==> src/rtl/uart_tx_arbiter.sv <==
// Shares one byte-wide UART transmitter between two message sources.
// Grants whole messages, alternates priority round-robin, and inserts an idle gap between messages.
module uart_tx_arbiter #(
  parameter int DATA_W     = 8,
  parameter int GAP_CYCLES = 16,
  parameter int MAX_LEN    = 64
) (
  input  logic              clk,
  input  logic              rst_n,
  input  logic [DATA_W-1:0] s0_data,
  input  logic              s0_valid,
  input  logic              s0_last,
  output logic              s0_ready,
  input  logic [DATA_W-1:0] s1_data,
  input  logic              s1_valid,
  input  logic              s1_last,
  output logic              s1_ready,
  output logic [DATA_W-1:0] m_data,
  output logic              m_valid,
  input  logic              m_ready,
  output logic [1:0]        grant,
  output logic              busy,
  output logic              trunc
);

  localparam int CNT_W    = $clog2(MAX_LEN + 1);
  localparam int GAP_W    = (GAP_CYCLES > 0) ? $clog2(GAP_CYCLES + 1) : 1;
  localparam int GAP_LAST = (GAP_CYCLES > 0) ? (GAP_CYCLES - 1) : 0;

  typedef enum logic [1:0] {
    ST_IDLE  = 2'd0,
    ST_GRANT = 2'd1,
    ST_GAP   = 2'd2
  } state_t;

  state_t            state_r, state_s;
  logic [1:0]        grant_r, grant_s;
  logic [CNT_W-1:0]  byte_cnt_r, byte_cnt_s;
  logic [GAP_W-1:0]  gap_cnt_r, gap_cnt_s;
  logic              rr_ptr_r, rr_ptr_s;  // 1: s1 has priority on the next tie
  logic              trunc_r, trunc_s;
  logic              own_valid_s;
  logic              own_last_s;
  logic              xfer_s;

  // Owner datapath: route the granted source straight to the serializer
  always_comb begin
    own_valid_s = 1'b0;
    own_last_s  = 1'b0;
    m_data      = '0;
    s0_ready    = 1'b0;
    s1_ready    = 1'b0;
    if ((state_r == ST_GRANT) && (grant_r == 2'b01)) begin
      own_valid_s = s0_valid;
      own_last_s  = s0_last;
      m_data      = s0_data;
      s0_ready    = m_ready;
    end else if ((state_r == ST_GRANT) && (grant_r == 2'b10)) begin
      own_valid_s = s1_valid;
      own_last_s  = s1_last;
      m_data      = s1_data;
      s1_ready    = m_ready;
    end else begin
      own_valid_s = 1'b0;
    end
    m_valid = own_valid_s;
    xfer_s  = own_valid_s & m_ready;
  end

  // Next-state logic: arbitration, message tracking and gap timing
  always_comb begin
    state_s    = state_r;
    grant_s    = grant_r;
    byte_cnt_s = byte_cnt_r;
    gap_cnt_s  = gap_cnt_r;
    rr_ptr_s   = rr_ptr_r;
    trunc_s    = 1'b0;
    case (state_r)
      ST_IDLE: begin
        if (s0_valid || s1_valid) begin
          state_s    = ST_GRANT;
          byte_cnt_s = '0;
          if (s0_valid && (!s1_valid || !rr_ptr_r)) begin
            grant_s = 2'b01;
          end else begin
            grant_s = 2'b10;
          end
        end else begin
          grant_s = 2'b00;
        end
      end
      ST_GRANT: begin
        if (xfer_s) begin
          byte_cnt_s = byte_cnt_r + CNT_W'(1);
          // A last byte landing exactly on MAX_LEN is a normal end, not a truncation
          if (own_last_s || (byte_cnt_r == CNT_W'(MAX_LEN - 1))) begin
            trunc_s   = ~own_last_s;
            grant_s   = 2'b00;
            rr_ptr_s  = (grant_r == 2'b01);
            gap_cnt_s = '0;
            state_s   = (GAP_CYCLES > 0) ? ST_GAP : ST_IDLE;
          end else begin
            state_s = ST_GRANT;
          end
        end else begin
          state_s = ST_GRANT;
        end
      end
      ST_GAP: begin
        if (gap_cnt_r == GAP_W'(GAP_LAST)) begin
          state_s = ST_IDLE;
        end else begin
          gap_cnt_s = gap_cnt_r + GAP_W'(1);
        end
      end
      default: begin
        state_s = ST_IDLE;
        grant_s = 2'b00;
      end
    endcase
  end

  // State and counter registers with synchronous active-low reset
  always_ff @(posedge clk) begin
    if (!rst_n) begin
      state_r    <= ST_IDLE;
      grant_r    <= 2'b00;
      byte_cnt_r <= '0;
      gap_cnt_r  <= '0;
      rr_ptr_r   <= 1'b0;
      trunc_r    <= 1'b0;
    end else begin
      state_r    <= state_s;
      grant_r    <= grant_s;
      byte_cnt_r <= byte_cnt_s;
      gap_cnt_r  <= gap_cnt_s;
      rr_ptr_r   <= rr_ptr_s;
      trunc_r    <= trunc_s;
    end
  end

  assign grant = grant_r;
  assign busy  = (state_r != ST_IDLE);
  assign trunc = trunc_r;

endmodule
==> config.mk <==
export PLATFORM = sky130hd
export DESIGN_NAME = uart_tx_arbiter
export DESIGN_NICKNAME = d
export VERILOG_FILES = /design/src/rtl/uart_tx_arbiter.sv
export SDC_FILE = /design/constraint.sdc
export NUM_CORES = 1
export LEC_CHECK = 0
export BUFFER_PORTS_ARGS = -buffer_cell sky130_fd_sc_hd__buf_4
export CORE_MARGIN = 3
export CORE_UTILIZATION = 25
export CTS_BUF_LIST = sky130_fd_sc_hd__clkbuf_2
export DETAILED_ROUTE_END_ITERATION = 8
export GPL_TIMING_DRIVEN = 0
export PLACE_DENSITY = 0.48
export SYNTH_ARGS = -nofsm -noshare
export SYNTH_HDL_FRONTEND = slang
export SYNTH_SLANG_ARGS = --single-unit
==> constraint.sdc <==
create_clock -name clk -period 1.8 [get_ports clk]
set_input_delay 0.18 -clock clk [delete_from_list [all_inputs] [get_ports clk]]
set_output_delay 0.18 -clock clk [all_outputs]
set_load 0.02 [all_outputs]
==> qor.yml, run 1 <==
floorplan:
  floorplan.rows: 23
  ios: 38
  coreArea_mm2: 0.00409
  die_w_um: 71.6
  fp.dieH_um: 71.6
  design.die.area_mm2: 0.00513
  floorplan.initialDensity_pct: 26.3
timing:
  max_transition_margin_pct: 70.9
  setup_viol: 0
  final.setup_skew_ns: 0.00501
  timing.fmax_mhz: 602
  fin_crit_sh_pct: 92.3
  timing_hold_violations_final: 0
  timing.final.crit_period_ns: 1.66
  transition_time_at_the_pin_with_the_least_slew_margin_ns: 0.436
  fin_setup_tns_ns: 0
  report.final.slew_viol_count: 0
  final.setup.worst_slack_ns: 0.139
synth:
  ys_seq_elements: 18
  syn-num-nets: 165
  syn_inst: 139
  yosys_warnings: 0
  synth.yosys.seq_area_share_pct: 33.5
  cell_area_after_technology_mapping_mm2: 0.00108
  synth_cell_type_count: 34
  syn-mean-instance-area_um2: 7.74
detailed_routing:
  drt-vias-per-instance: 4.98
  postRouteAntennaNets: 0
  drc: 0
  wl_um: 3040
  detail_route.wl_per_cell_um: 13.2
  vias: 1145
  drtPass1Iterations: 5
  initial_detailed_routing_violation_count: 44
cells_and_area:
  post-route-cell-area_mm2: 0.00147
  area.growth.synth_to_final_pct: 37.0
  final_net_count: 207
  n_antenna_cell: 0
  drive_gt1_share_pct: 33.3
  fin_cells: 230
  fill_cells: 456
pwr:
  seq_power_share_pct: 52.4
  power.share.clock_pct: 22.6
  p_int_mw: 0.545
  netSwitchingFraction_pct: 30.9
  maximum_vdd_ir_drop_v: 0.000481
  power_mw: 0.789
  pwr-share-comb_pct: 25.0
  total_switching_power_mw: 0.244
  power_density_mw_per_mm2: 536
  cellLeakagePower_nw: 0.607
clocking:
  cts_tree: "done"
  clkLatencyLatePin_ns: 0.30
  cts_root_buffer: "sky130_fd_sc_hd__clkbuf_2"
  clock_tree.buffer_depth: 2
  cts.reportedPaths.clkPinSlew_ns: 0.18
  clock_sinks: 18
  htree_num_levels: 1
  cts-buffers-inserted: 3
  cts-hold-fix-buffers: 0
global_route:
  grt_first_pass_wirelength_um: 5060
  global_route.overflow_total: 0
  grt_start_max_net_pins: 11
  grt_use_total_pct: 12.2
  grt_antenna_before_repair: 0
  first_global_vias: 1104
place:
  buffer_ports.inserted: 37
  postPlaceCellArea_mm2: 0.00142
  detailed_place_hpwl_um: 2360
  dpl_worst_slack_ns: 0.193
  globalplace.congestion: 0.865
  placed_cells_incl_taps: 226
setup_path:
  arrival_ns: 1.48
  cp-start-kind: "register"
  critPathRequiredTime_ns: 1.62
  endpoint_kind: "primary output"
  crit_path_max_delay_cell_type: "sky130_fd_sc_hd__dfxtp_2"
  worstPathMaxFanout: 10
  cp_cell_sequence: "and2b_1 > buf_4 > and3_1 > buf_4"
  critPathMaxStageDelay_ns: 0.38
  cell_repeated_most_along_the_worst_path: "sky130_fd_sc_hd__buf_4"
  start_to_end_type_of_the_worst_setup_path: "register to primary output"
flow_run:
  timing.max_cap.violations: 0
hold_path:
  hp-class: "input pin to register"
run_status:
  run_status: "finished, final reports clean"
-- flip-flops by register name, summed over array words and instances, names as in the netlist --
signal,count
byte_cnt_r,7
state_r,2
trunc,1
rr_ptr_r,1
grant,2
gap_cnt_r,5
-- cells by family (layout without fill, tap and decap cells) --
group	after synthesis	after routing	synth area share, %
and+or+nand+nor	67	67	30.8
AOI/OAI and AO/OA	39	39	25.9
DFF	18	18	33.5
buffers and inverters	9	50	3.49
adders and majority gates	3	3	3.49
muxes	3	3	2.79
-- layout make-up --
type                    count  area (µm²)  area share, %
multi-input cells         112         698           47.4
flip-flops and latches     18         368           25.0
repair buffers             38         285           19.4
well taps                  50        62.6           4.24
plain buffers               5        30.0           2.04
clock buffers               3        15.0           1.02
inverters                   3        11.3          0.764
clock inverters             1        3.75          0.255
-- cell usage after synthesis --
| master | n | area, µm² |
|---|---|---|
| sky130_fd_sc_hd__nor2_1 | 21 | 78.8 |
| sky130_fd_sc_hd__dfxtp_1 | 18 | 360 |
| sky130_fd_sc_hd__nand2_1 | 16 | 60.1 |
| sky130_fd_sc_hd__o21ai_0 | 11 | 55.1 |
| sky130_fd_sc_hd__a22oi_1 | 8 | 60.1 |
| sky130_fd_sc_hd__nand3_1 | 6 | 30.0 |
| sky130_fd_sc_hd__a21oi_1 | 5 | 25.0 |
| sky130_fd_sc_hd__a31oi_1 | 5 | 31.3 |
| sky130_fd_sc_hd__clkbuf_1 | 5 | 18.8 |
| sky130_fd_sc_hd__and3_1 | 4 | 25.0 |
| sky130_fd_sc_hd__ha_1 | 3 | 37.5 |
| sky130_fd_sc_hd__inv_1 | 3 | 11.3 |
| sky130_fd_sc_hd__mux2i_1 | 3 | 30.0 |
| sky130_fd_sc_hd__nor2b_1 | 3 | 18.8 |
| sky130_fd_sc_hd__or2_2 | 3 | 18.8 |
| sky130_fd_sc_hd__and2_1 | 2 | 12.5 |
| sky130_fd_sc_hd__and2b_1 | 2 | 15.0 |
| sky130_fd_sc_hd__and3b_1 | 2 | 17.5 |
| sky130_fd_sc_hd__nand2b_1 | 2 | 12.5 |
| sky130_fd_sc_hd__nand3b_1 | 2 | 15.0 |
| sky130_fd_sc_hd__o21a_1 | 2 | 15.0 |
| sky130_fd_sc_hd__a211oi_1 | 1 | 7.51 |
| sky130_fd_sc_hd__a21o_4 | 1 | 15.0 |
| sky130_fd_sc_hd__a21oi_2 | 1 | 8.76 |
| sky130_fd_sc_hd__a22oi_2 | 1 | 12.5 |
| sky130_fd_sc_hd__buf_4 | 1 | 7.51 |
| sky130_fd_sc_hd__nand4_1 | 1 | 6.26 |
| sky130_fd_sc_hd__nand4b_1 | 1 | 8.76 |
| sky130_fd_sc_hd__nor3_1 | 1 | 5.00 |
| sky130_fd_sc_hd__nor3b_1 | 1 | 7.51 |
| sky130_fd_sc_hd__o211ai_4 | 1 | 21.3 |
| sky130_fd_sc_hd__o21ai_1 | 1 | 5.00 |
| sky130_fd_sc_hd__o21ai_4 | 1 | 16.3 |
| sky130_fd_sc_hd__o22ai_1 | 1 | 6.26 |
-- worst max-delay path, delay by kind of cell (launching register included) --
kind	cells	cell delay (ns)
flip-flops	1	0.38
AND/OR/NAND/NOR	2	0.45
buffers and inverters	2	0.35
-- routing by layer --
layer / wire, µm / vias up / global-route usage, %
met3: 333 / 2 / 4.35
met2: 1400 / 49 / 20.7
li1: - / 573 / -
met1: 1290 / 521 / 14.8
met4: 13 / 0 / 2.30
met5: 0 / - / 0
-- stage by stage --
step                utilization [%]  hold WS [ns]
floorplan                         -         0.327
global placement               34.7         0.441
detailed placement             34.7         0.449
CTS                            35.4         0.121
global route                   36.1         0.125
finish                         36.1         0.144
-- worst paths after layout --
check / startpoint / end / slack (ns) / depth (start not counted)
worst max-delay path: state_r[1]$_SDFFE_PN0P_ / s1_ready / 0.14 / 4
worst min-delay path: rst_n / grant[1]$_SDFFE_PN0P_ / 0.14 / 3
worst max register to register: byte_cnt_r[0]$_SDFFE_PN0P_ / rr_ptr_r$_SDFFE_PN0P_ / 0.18 / 6
worst min register to register: byte_cnt_r[6]$_SDFFE_PN0P_ / byte_cnt_r[6]$_SDFFE_PN0P_ / 0.47 / 1
-- power groups by stage --
| stage | clock, mW | sequential [mW] | combinational, mW |
|---|---|---|---|
| floorplan | 0 | 0.423 | 0.0975 |
| global placement | 0 | 0.422 | 0.186 |
| detailed placement | 0 | 0.422 | 0.189 |
| CTS | 0.192 | 0.414 | 0.192 |
| global route | 0.216 | 0.416 | 0.219 |
| finish | 0.179 | 0.413 | 0.198 |
-- layout by cell type (no fill, tap or decap), types with 3 or more instances in the layout --
cell / n
sky130_fd_sc_hd__dfxtp_2: 3
sky130_fd_sc_hd__dfxtp_1: 14
sky130_fd_sc_hd__o21ai_0: 11
sky130_fd_sc_hd__nand2_1: 16
sky130_fd_sc_hd__a31oi_1: 5
sky130_fd_sc_hd__nor2_1: 21
sky130_fd_sc_hd__mux2i_1: 3
sky130_fd_sc_hd__ha_1: 3
sky130_fd_sc_hd__and3_1: 4
sky130_fd_sc_hd__or2_2: 3
sky130_fd_sc_hd__nor2b_1: 3
sky130_fd_sc_hd__a22oi_2: 5
sky130_fd_sc_hd__clkbuf_2: 3
sky130_fd_sc_hd__a22oi_1: 4
sky130_fd_sc_hd__nand3_1: 6
sky130_fd_sc_hd__inv_1: 3
sky130_fd_sc_hd__buf_4: 40
sky130_fd_sc_hd__a21oi_1: 5
-- repair_timing --
action,in CTS,in global routing
endpoints found under the setup margin,10,10
gates resized for setup,5,11
setup buffers,0,1
Power figures use the tool's default switching activity.
==> run 2, diff against run 1 <==
- CORE_ASPECT_RATIO: unset -> 0.9
- SETUP_SLACK_MARGIN: unset -> 0.4
==> qor.yml, run 2 (synthesis results as in run 1) <==
setup_path:
  crit_path_max_delay_cell_type: "sky130_fd_sc_hd__dfxtp_4"  # was sky130_fd_sc_hd__dfxtp_2
  rr_startpoint: "grant[1]$_SDFFE_PN0P_"  # was byte_cnt_r[0]$_SDFFE_PN0P_
  crit_start: "grant[1]$_SDFFE_PN0P_"  # was state_r[1]$_SDFFE_PN0P_
  arrival_ns: 1.42  # was 1.48 ns
  critPathMaxStageDelay_ns: 0.41  # was 0.38 ns
  endpoint_kind: "primary output"  # unchanged
  start_to_end_type_of_the_worst_setup_path: "register to primary output"  # unchanged
  worstPathMaxFanout: 6  # was 10
  critPathRequiredTime_ns: 1.62  # about the same
  cp-start-kind: "register"  # unchanged
  cp_cell_sequence: "and2b_2 > clkbuf_8 > a22oi_2 > nor2_2 > buf_6"  # was and2b_1 > buf_4 > and3_1 > buf_4
  cp_top_family: "flip-flops"  # was simple AND/OR/NAND/NOR gates
  cp_num_buf_inv: 2  # unchanged
global_route:
  grt_first_pass_wirelength_um: 5490  # was 5060 µm
  grt_use_total_pct: 14.0  # was 12.2%
  first_global_vias: 1195  # was 1104
  grt_start_max_net_pins: 11  # unchanged
  global_route.overflow_total: 0  # unchanged
  grt_antenna_before_repair: 0  # unchanged
timing:
  final.setup_skew_ns: 0.0139  # was 0.00501 ns
  timing_hold_violations_final: 0  # unchanged
  fin_crit_sh_pct: 89.0  # was 92.3%
  timing.final.crit_period_ns: 1.60  # was 1.66 ns
  max_transition_margin_pct: 70.2  # was 70.9%
  transition_time_at_the_pin_with_the_least_slew_margin_ns: 0.447  # was 0.436 ns
  setup_viol: 0  # unchanged
  report.final.slew_viol_count: 0  # unchanged
  fin_setup_tns_ns: 0  # unchanged
  timing.fmax_mhz: 624  # was 602 MHz
  final.setup.worst_slack_ns: 0.199  # was 0.139 ns
  grt_setup_unrepaired: "true"
detailed_routing:
  postRouteAntennaNets: 0  # unchanged
  wl_um: 3570  # was 3040 µm
  drt-vias-per-instance: 5.07  # was 4.98
  drtPass1Iterations: 4  # was 5
  vias: 1257  # was 1145
  drc: 0  # unchanged
  detail_route.wl_per_cell_um: 14.4  # was 13.2 µm
  initial_detailed_routing_violation_count: 40  # was 44
pwr:
  total_switching_power_mw: 0.284  # was 0.244 mW
  power_density_mw_per_mm2: 475  # was 536 mW/mm²
  p_int_mw: 0.625  # was 0.545 mW
  netSwitchingFraction_pct: 31.2  # was 30.9%
  seq_power_share_pct: 45.2  # was 52.4%
  pwr-share-comb_pct: 33.8  # was 25.0%
  power.share.clock_pct: 21.0  # was 22.6%
  maximum_vdd_ir_drop_v: 0.000268  # was 0.000481 V
  cellLeakagePower_nw: 0.753  # was 0.607 nW
clocking:
  cts.reportedPaths.clkPinSlew_ns: 0.17  # was 0.18 ns
  cts-buffers-inserted: 3  # unchanged
  htree_num_levels: 1  # unchanged
  clock_tree.buffer_depth: 2  # unchanged
  cts_root_buffer: "sky130_fd_sc_hd__clkbuf_2"  # unchanged
  cts-hold-fix-buffers: 0  # unchanged
  clock_sinks: 18  # unchanged
  cts_tree: "done"  # unchanged
  clkLatencyLatePin_ns: 0.31  # was 0.30 ns
flow_run:
  timing.max_cap.violations: 0  # unchanged
place:
  postPlaceCellArea_mm2: 0.00146  # was 0.00142 mm²
  globalplace.congestion: 0.758  # was 0.865
  dpl_worst_slack_ns: 0.193  # about the same
  buffer_ports.inserted: 37  # unchanged
  detailed_place_hpwl_um: 2250  # was 2360 µm
  placed_cells_incl_taps: 222  # was 226
floorplan:
  die_w_um: 75.2  # was 71.6 µm
  design.die.area_mm2: 0.00513  # about the same
  floorplan.initialDensity_pct: 27.5  # was 26.3%
  fp.dieH_um: 68.2  # was 71.6 µm
  ios: 38  # unchanged
  floorplan.rows: 21  # was 23
  coreArea_mm2: 0.00392  # was 0.00409 mm²
run_status:
  run_status: "finished, final reports clean"  # unchanged
hold_path:
  worst_hold_startpoint: "rst_n"  # unchanged
  hp-class: "input pin to register"  # unchanged
cells_and_area:
  area.growth.synth_to_final_pct: 77.9  # was 37.0%
  largest_reg_flops: 7  # unchanged
  final_net_count: 229  # was 207
  top_register: "byte_cnt_r"  # unchanged
  n_antenna_cell: 0  # unchanged
  top_regs: "byte_cnt_r: 7 flops, gap_cnt_r: 5 flops"  # unchanged
  drive_gt1_share_pct: 60.9  # was 33.3%
  layout.cells.most_common_list: "40 x sky130_fd_sc_hd__buf_4, 17 x sky130_fd_sc_hd__buf_6, 16 x sky130_fd_sc_hd__nand2_1"  # was 40 x sky130_fd_sc_hd__buf_4, 21 x sky130_fd_sc_hd__nor2_1, 16 x sky130_fd_sc_hd__nand2_1
  fin_cells: 248  # was 230
  post-route-cell-area_mm2: 0.00191  # was 0.00147 mm²
  layout.cells.most_common: "sky130_fd_sc_hd__buf_4"  # unchanged
==> run 2: layer usage <==
layer | GRT usage [%] | vias up | routed length [µm]
met1 | 17.5 | 586 | 1590
li1 | - | 620 | -
met3 | 3.96 | 4 | 294
met2 | 23.7 | 47 | 1660
met4 | 3.28 | 0 | 21
met5 | 0 | - | 0
==> run 2: path summary, 6_finish.rpt <==
kind | to | slack [ns] | cells past startpoint
setup / recovery | m_data[5] | 0.20 | 5
hold / removal | byte_cnt_r[1]$_SDFFE_PN0P_ | 0.14 | 3
setup reg to reg | state_r[1]$_SDFFE_PN0P_ | 0.29 | 6
hold reg to reg | byte_cnt_r[0]$_SDFFE_PN0P_ | 0.47 | 1
==> run 2: final cells by class <==
type / count / area (µm²)
Buffer: 6 / 61.3
Clock buffer: 4 / 20.0
Fill cell: 352 / 2000
Inverter: 3 / 11.3
Multi-Input combinational cell: 112 / 857
Sequential cell: 18 / 384
Tap cell: 46 / 57.6
Timing Repair Buffer: 59 / 523
==> run 2: timing repair <==
| action | 4_1_cts | 5_1_grt |
|---|---|---|
| gates cloned | 3 | 0 |
| pin swaps | 3 | 9 |
| endpoints found under the setup margin | 29 | 29 |
| buffers inserted | 10 | 9 |
| resized for setup | 46 | 38 |
==> run 2: power by group through the flow <==
stage / Clock [mW] / Sequential (mW) / Combinational (mW)
finish: 0.191 / 0.411 / 0.308
global route: 0.220 / 0.414 / 0.332
CTS: 0.200 / 0.415 / 0.268
detailed placement: 0 / 0.423 / 0.193
global placement: 0 / 0.423 / 0.192
floorplan: 0 / 0.424 / 0.104
==> run 2: stage by stage <==
| step | power [mW] | hold WS (ns) | utilization [%] |
|---|---|---|---|
| global placement | 0.615 | 0.438 | 37.2 |
| CTS | 0.882 | 0.136 | 44.5 |
| floorplan | 0.528 | 0.320 | - |
| detailed placement | 0.616 | 0.452 | 37.2 |
| global route | 0.965 | 0.129 | 48.9 |
| finish | 0.909 | 0.140 | 48.9 |
==> run 2: worst min-delay path, delay by kind of cell <==
kind	cells	cell delay, ns
compound gates	1	0.05
buf+inv	1	0.13
simple gates	1	0.06
